### config.mk
export PLATFORM = sky130hd
export DESIGN_NAME = fetch_predict
export DESIGN_NICKNAME = d
export VERILOG_FILES = /design/src/rtl/fetch_predict_pkg.sv /design/src/rtl/btb_array.sv /design/src/rtl/fetch_predict.sv
export SDC_FILE = /design/constraint.sdc
export NUM_CORES = 2
export LEC_CHECK = 0
export ABC_AREA = 1
export CORE_UTILIZATION = 40
export DETAILED_ROUTE_END_ITERATION = 8
export REMOVE_ABC_BUFFERS = 1
export SYNTH_ARGS = -nofsm -noshare
export SYNTH_HDL_FRONTEND = slang
export SYNTH_SLANG_ARGS = --single-unit
### constraint.sdc
create_clock -name clk -period 6.55 [get_ports clk]
set_input_delay 0.655 -clock clk [delete_from_list [all_inputs] [get_ports clk]]
set_output_delay 0.655 -clock clk [all_outputs]
set_load 0.005 [all_outputs]
### src/rtl/fetch_predict_pkg.sv
// Shared encodings and sizing helpers for the predicting fetch stage and its BTB.
package fetch_predict_pkg;

    typedef enum logic [1:0] {
        CTR_SNT = 2'b00,
        CTR_WNT = 2'b01,
        CTR_WT  = 2'b10,
        CTR_ST  = 2'b11
    } ctr_e;

    localparam ctr_e CTR_ALLOC = CTR_WT;
    localparam ctr_e CTR_RESET = CTR_WNT;

    function automatic int btb_tag_w(input int addr_w, input int depth);
        return addr_w - $clog2(depth) - 2;
    endfunction

    // Packed entry layout, MSB first: valid, tag, target, ctr.
    function automatic int btb_entry_w(input int addr_w, input int depth);
        return 1 + btb_tag_w(addr_w, depth) + addr_w + 2;
    endfunction

endpackage

### src/rtl/btb_array.sv
// Direct-mapped BTB storage: combinational read ports, one synchronous write
// port and a synchronous clear to the reset entry.
module btb_array
    import fetch_predict_pkg::*;
#(
    parameter int  ADDR_W    = 32,
    parameter int  BTB_DEPTH = 16,
    parameter int  NUM_RD    = 2,
    localparam int IDX_W     = $clog2(BTB_DEPTH),
    localparam int ENTRY_W   = btb_entry_w(ADDR_W, BTB_DEPTH)
) (
    input  logic                           clk,
    input  logic                           clr,
    input  logic [NUM_RD-1:0][IDX_W-1:0]   rd_idx,
    output logic [NUM_RD-1:0][ENTRY_W-1:0] rd_entry,
    input  logic                           wr_en,
    input  logic [IDX_W-1:0]               wr_idx,
    input  logic [ENTRY_W-1:0]             wr_entry
);

    // Invalid, zero tag/target, counter weakly not-taken (ctr sits in the LSBs).
    localparam logic [ENTRY_W-1:0] ENTRY_RESET = ENTRY_W'(CTR_RESET);

    logic [ENTRY_W-1:0] mem_q [BTB_DEPTH];
    logic [ENTRY_W-1:0] mem_d [BTB_DEPTH];

    always_comb begin
        for (int i = 0; i < BTB_DEPTH; i++) begin
            mem_d[i] = mem_q[i];
            if (clr) begin
                mem_d[i] = ENTRY_RESET;
            end else if (wr_en && (wr_idx == IDX_W'(i))) begin
                mem_d[i] = wr_entry;
            end
        end
    end

    always_ff @(posedge clk) begin
        mem_q <= mem_d;
    end

    // Reads see the pre-write contents; a same-cycle write shows up next cycle.
    generate
        for (genvar gi = 0; gi < NUM_RD; gi++) begin : g_rd
            assign rd_entry[gi] = mem_q[rd_idx[gi]];
        end
    endgenerate

endmodule

### src/rtl/fetch_predict.sv
// Fetch stage with BTB branch prediction: PC register, next-PC select,
// EX-stage resolution, mispredict flush and a saturating mispredict counter.
module fetch_predict
    import fetch_predict_pkg::*;
#(
    parameter int                ADDR_W    = 32,
    parameter int                BTB_DEPTH = 16,
    parameter logic [ADDR_W-1:0] RESET_PC  = '0,
    parameter int                STAT_W    = 16
) (
    input  logic              clk,
    input  logic              reset,
    input  logic              stall,
    output logic [ADDR_W-1:0] fetch_pc,
    output logic [ADDR_W-1:0] fetch_pc4,
    output logic              pred_taken,
    output logic [ADDR_W-1:0] pred_target,
    input  logic              ex_valid,
    input  logic              ex_is_branch,
    input  logic [ADDR_W-1:0] ex_pc,
    input  logic              ex_taken,
    input  logic [ADDR_W-1:0] ex_target,
    input  logic              ex_pred_taken,
    input  logic [ADDR_W-1:0] ex_pred_target,
    output logic              mispredict,
    output logic [STAT_W-1:0] mispredict_count
);

    localparam int IDX_W   = $clog2(BTB_DEPTH);
    localparam int TAG_W   = btb_tag_w(ADDR_W, BTB_DEPTH);
    localparam int ENTRY_W = btb_entry_w(ADDR_W, BTB_DEPTH);
    localparam logic [ADDR_W-1:0] PC_STEP = ADDR_W'(4);

    typedef struct packed {
        logic              valid;
        logic [TAG_W-1:0]  tag;
        logic [ADDR_W-1:0] target;
        ctr_e              ctr;
    } btb_entry_t;

    logic [ADDR_W-1:0]           pc_q, pc_d;
    logic [STAT_W-1:0]           cnt_q, cnt_d;
    logic [IDX_W-1:0]            fetch_idx, ex_idx;
    logic [TAG_W-1:0]            fetch_tag, ex_tag;
    logic [1:0][IDX_W-1:0]       rd_idx;
    logic [1:0][ENTRY_W-1:0]     rd_entry;
    btb_entry_t                  fetch_entry, ex_entry, wr_entry;
    logic                        fetch_hit, ex_hit, wr_en;
    logic                        dir_wrong, tgt_wrong;
    logic [ADDR_W-1:0]           ex_pc4, redirect_pc;

    function automatic ctr_e ctr_step(input ctr_e c, input logic taken);
        ctr_e r;
        case (c)
            CTR_SNT: r = taken ? CTR_WNT : CTR_SNT;
            CTR_WNT: r = taken ? CTR_WT  : CTR_SNT;
            CTR_WT:  r = taken ? CTR_ST  : CTR_WNT;
            default: r = taken ? CTR_ST  : CTR_WT;
        endcase
        return r;
    endfunction

    assign fetch_idx = pc_q[IDX_W+1:2];
    assign fetch_tag = pc_q[ADDR_W-1:IDX_W+2];
    assign ex_idx    = ex_pc[IDX_W+1:2];
    assign ex_tag    = ex_pc[ADDR_W-1:IDX_W+2];
    assign rd_idx    = {ex_idx, fetch_idx};

    btb_array #(
        .ADDR_W    (ADDR_W),
        .BTB_DEPTH (BTB_DEPTH),
        .NUM_RD    (2)
    ) u_btb (
        .clk      (clk),
        .clr      (reset),
        .rd_idx   (rd_idx),
        .rd_entry (rd_entry),
        .wr_en    (wr_en),
        .wr_idx   (ex_idx),
        .wr_entry (wr_entry)
    );

    assign fetch_entry = btb_entry_t'(rd_entry[0]);
    assign ex_entry    = btb_entry_t'(rd_entry[1]);
    assign fetch_hit   = fetch_entry.valid && (fetch_entry.tag == fetch_tag);
    assign ex_hit      = ex_entry.valid && (ex_entry.tag == ex_tag);

    assign fetch_pc    = pc_q;
    assign fetch_pc4   = pc_q + PC_STEP;
    assign pred_taken  = fetch_hit && (fetch_entry.ctr >= CTR_WT);
    assign pred_target = fetch_hit ? fetch_entry.target : '0;

    // A non-branch that was predicted taken is a BTB alias and must be undone.
    assign ex_pc4      = ex_pc + PC_STEP;
    assign dir_wrong   = ex_taken != ex_pred_taken;
    assign tgt_wrong   = ex_taken && ex_pred_taken && (ex_target != ex_pred_target);
    assign mispredict  = ex_valid && (ex_is_branch ? (dir_wrong || tgt_wrong) : ex_pred_taken);
    assign redirect_pc = (ex_is_branch && ex_taken) ? ex_target : ex_pc4;

    always_comb begin
        wr_en    = 1'b0;
        wr_entry = ex_entry;
        if (ex_valid && !reset) begin
            if (ex_is_branch) begin
                if (ex_hit) begin
                    wr_en        = 1'b1;
                    wr_entry.ctr = ctr_step(ex_entry.ctr, ex_taken);
                    if (ex_taken) begin
                        wr_entry.target = ex_target;
                    end
                end else if (ex_taken) begin
                    wr_en           = 1'b1;
                    wr_entry.valid  = 1'b1;
                    wr_entry.tag    = ex_tag;
                    wr_entry.target = ex_target;
                    wr_entry.ctr    = CTR_ALLOC;
                end
            end else if (ex_hit) begin
                wr_en          = 1'b1;
                wr_entry.valid = 1'b0;
            end
        end
    end

    always_comb begin
        if (mispredict) begin
            pc_d = redirect_pc;
        end else if (stall) begin
            pc_d = pc_q;
        end else if (pred_taken) begin
            pc_d = pred_target;
        end else begin
            pc_d = fetch_pc4;
        end
        cnt_d = cnt_q;
        if (mispredict && (cnt_q != {STAT_W{1'b1}})) begin
            cnt_d = cnt_q + STAT_W'(1);
        end
    end

    always_ff @(posedge clk) begin
        if (reset) begin
            pc_q  <= RESET_PC;
            cnt_q <= '0;
        end else begin
            pc_q  <= pc_d;
            cnt_q <= cnt_d;
        end
    end

    assign mispredict_count = cnt_q;

endmodule

==> impl_metrics.env <==
export IMPL_outcome="completed"
export IMPL_ys_async_sr_fraction_pct=0
export IMPL_path_cells="inv_8, buf_4, nand2_1, nand2_1, nand2_1, nand3_1, nand3_1, nand3_1, nand2_1, nor2_1, nand2_1, nor2_1, nand2_1, nor2_4, inv_2, buf_12, a21oi_1, clkdlybuf4s50_1"
export IMPL_cp_start_kind="register"
export IMPL_cts_root_buffer="clkbuf_16"
export IMPL_hold_ws_ns=0.452
export IMPL_n_fill_cell=16700
export IMPL_grt_max_degree=174
export IMPL_dpl_hpwl_um=194000
export IMPL_layout_common_cells="nand2_1 (3289), nor2_1 (2361), dfxtp_1 (1020)"
export IMPL_period_share_pct=92.4
export IMPL_antenna_found_initial=29
export IMPL_ys_seq_elements=1024
export IMPL_num_vias=75400
export IMPL_syn_cell_area_mm2=0.0636
export IMPL_cts_clk_slew_worst_paths_ns=0.06
export IMPL_final_core_util_pct=45.5
export IMPL_cp_slowest_cell="clkdlybuf4s50_1"
export IMPL_crit_family="buffers and inverters"
export IMPL_synth_cell_types=43
export IMPL_seq_area_mm2=0.0205
export IMPL_setup_viol=0
export IMPL_p_leak_nw=35.0
export IMPL_syn_to_final_growth_pct=13.1
export IMPL_fmax_mhz=165
export IMPL_critPathKind="register to output port"
export IMPL_drt_initial_drc_count=11100
export IMPL_drive_gt1_share_pct=4.79
export IMPL_synth_edff_count=0
export IMPL_clk_latency_ns=0.80
export IMPL_cp_depth=18
export IMPL_start_util_pct=40.2
export IMPL_critPathArrivalTime_ns=5.40
export IMPL_max_stage_delay_ns=0.57
export IMPL_firstDrtPassIters=7
export IMPL_fin_cells=13100
export IMPL_fin_nets=11000
export IMPL_required_ns=5.89
export IMPL_p_per_area_mw_per_mm2=237
export IMPL_post_route_cell_area_mm2=0.0720
export IMPL_finalClockSkew_ns=0.0382
export IMPL_grt_pass1_vias=67200
export IMPL_syn_area_per_cell_um2=5.71
export IMPL_hold_class="register to register"
export IMPL_cts_tree="done"
export IMPL_via_per_inst=5.77
export IMPL_worst_path_max_fanout=69
export IMPL_cp_end_kind="output port"
export IMPL_numCtsBuffers=130
export IMPL_maxCapViolations=0
export IMPL_wl_per_cell_um=24.3
export IMPL_die_x_um=401
export IMPL_grt_pass1_wl_um=455000
export IMPL_whs_path_depth=2
export IMPL_coreArea_mm2=0.158
export IMPL_multiInputGateArea_mm2=0.0363
export IMPL_crit_buf_inv=5
export IMPL_cts_setup_buffers=0
export IMPL_die_h_um=401
export IMPL_die_area_mm2=0.161
export IMPL_gp_congestion=1.00
export IMPL_antenna_left=0
export IMPL_seq_area_frac_synth_pct=32.2
export IMPL_place_area_mm2=0.0675
export IMPL_drcViolationCount=0
export IMPL_cts_sinks=1024
export IMPL_synthFlopType="dfxtp_1"
export IMPL_drt_total_wl_um=317000
export IMPL_final_common_cell="nand2_1"
export IMPL_cts_buffer_depth=3
export IMPL_finalPower_mw=17.1
export IMPL_rsz0062_at_grt="false"
export IMPL_tightest_slew_ns=1.44
export IMPL_grt_overflow=0
export IMPL_cpMostUsedCell="nand2_1"
export IMPL_rows=146
export IMPL_synthCells=11200
export IMPL_port_buffers=216
export IMPL_h_tree_depth=4
export IMPL_fin_crit_ns=6.05
export IMPL_drv_slew=0
export IMPL_reg2reg_depth=18
export IMPL_cts_resized=0
export IMPL_grt_usage_pct=37.8
export IMPL_io_pins=217
export IMPL_yosysWarnings=0
export IMPL_dp_cells=12800
export IMPL_relSlewSlack_pct=4.11
export IMPL_hold_viol_final=0
export IMPL_ir_drop_mv=0.233
export IMPL_cts_hold_buf=0
synth_stat cells, drive strengths merged, types with 8 or more instances:
cell type  count  area, µm²
nor3          34        170
clkbuf       503       1890
o211ai       112        841
nand3        982       4910
inv          968       3630
a21oi        386       1930
nor2        2383       8950
o221ai       114        998
a22oi         19        143
or2           26        163
a32oi          8       70.1
nand3b         9       67.6
buf          336       1570
o21a           8       60.1
nor4           9       56.3
xnor2         24        210
dfxtp       1024      20500
xor2          45        394
nand4         62        388
o2111ai       46        403
o22ai         22        138
o21ai        686       3430
nand2       3311      12400
metal layers:
| layer | track usage (%) | wire length, µm | vias up |
|---|---|---|---|
| li1 | - | - | 34500 |
| met1 | 49.3 | 124000 | 34900 |
| met2 | 55.5 | 130000 | 4883 |
| met3 | 10.7 | 41800 | 1074 |
| met4 | 21.9 | 20500 | 28 |
| met5 | 0 | 236 | - |
metrics by stage:
stage / setup TNS (ns) / setup slack (ns)
3_3_place_gp: 0 / 1.21
4_1_cts: 0 / 0.604
3_5_place_dp: 0 / 1.08
5_1_grt: 0 / 0.420
2_1_floorplan: -5026.22 / -11.79
6_report: 0 / 0.498
cell type report:
type,count,share of cell area [%]
Antenna cell,10,0.0348
Clock buffer,197,5.53
Clock inverter,37,0.629
Inverter,975,5.16
Multi-Input combinational cell,8313,50.4
Sequential cell,1024,28.5
Tap cell,2072,3.60
Timing Repair Buffer,436,6.11
power by group:
part	leakage (nW)	switching, mW	internal, mW
Clock	2.19	3.09	4.48
Sequential	8.26	0.0907	6.27
Combinational	24.5	2.32	0.800
Total	35.0	5.50	11.6
path summary, 6_finish.rpt:
kind,from,end,slack [ns]
hold reg to reg,u_btb.mem_q[549],u_btb.mem_q[549],0.45
setup reg to reg,fetch_pc[2],fetch_pc[24],1.41
hold / removal,u_btb.mem_q[549],u_btb.mem_q[549],0.45
setup / recovery,fetch_pc[2],pred_target[26],0.50
state kept, by name, summed over array words and instances (netlist names):
name,count
mispredict_count,16
fetch_pc,32
u_btb.mem_q,976
worst reg2reg max path: stages (launching register included):
cell and delay, ns:
dfxtp_4 0.52, inv_8 0.57, buf_4 0.59, nand2_1 0.11, nand2_1 0.08, nand2_1 0.08
nand3_1 0.09, nand3_1 0.11, nand3_1 0.25, nand2_1 0.08, nor2_1 0.26, nand2_1 0.09
nor2_1 0.13, nand2_1 0.09, nor2_4 0.13, buf_4 0.68, nand4_1 0.79, nand3_1 0.26
a21oi_1 0.09
cell families after synthesis:
| family | Yosys count | share of synthesized area [%] |
|---|---|---|
| AOI/OAI and AO/OA | 1416 | 12.8 |
| and+or+nand+nor | 6821 | 42.7 |
| buffers and inverters | 1814 | 11.2 |
| xor gates and xnor gates | 69 | 0.950 |
| adders and majority gates | 7 | 0.138 |
| DFF | 1024 | 32.2 |
Power figures use the tool's default switching activity.
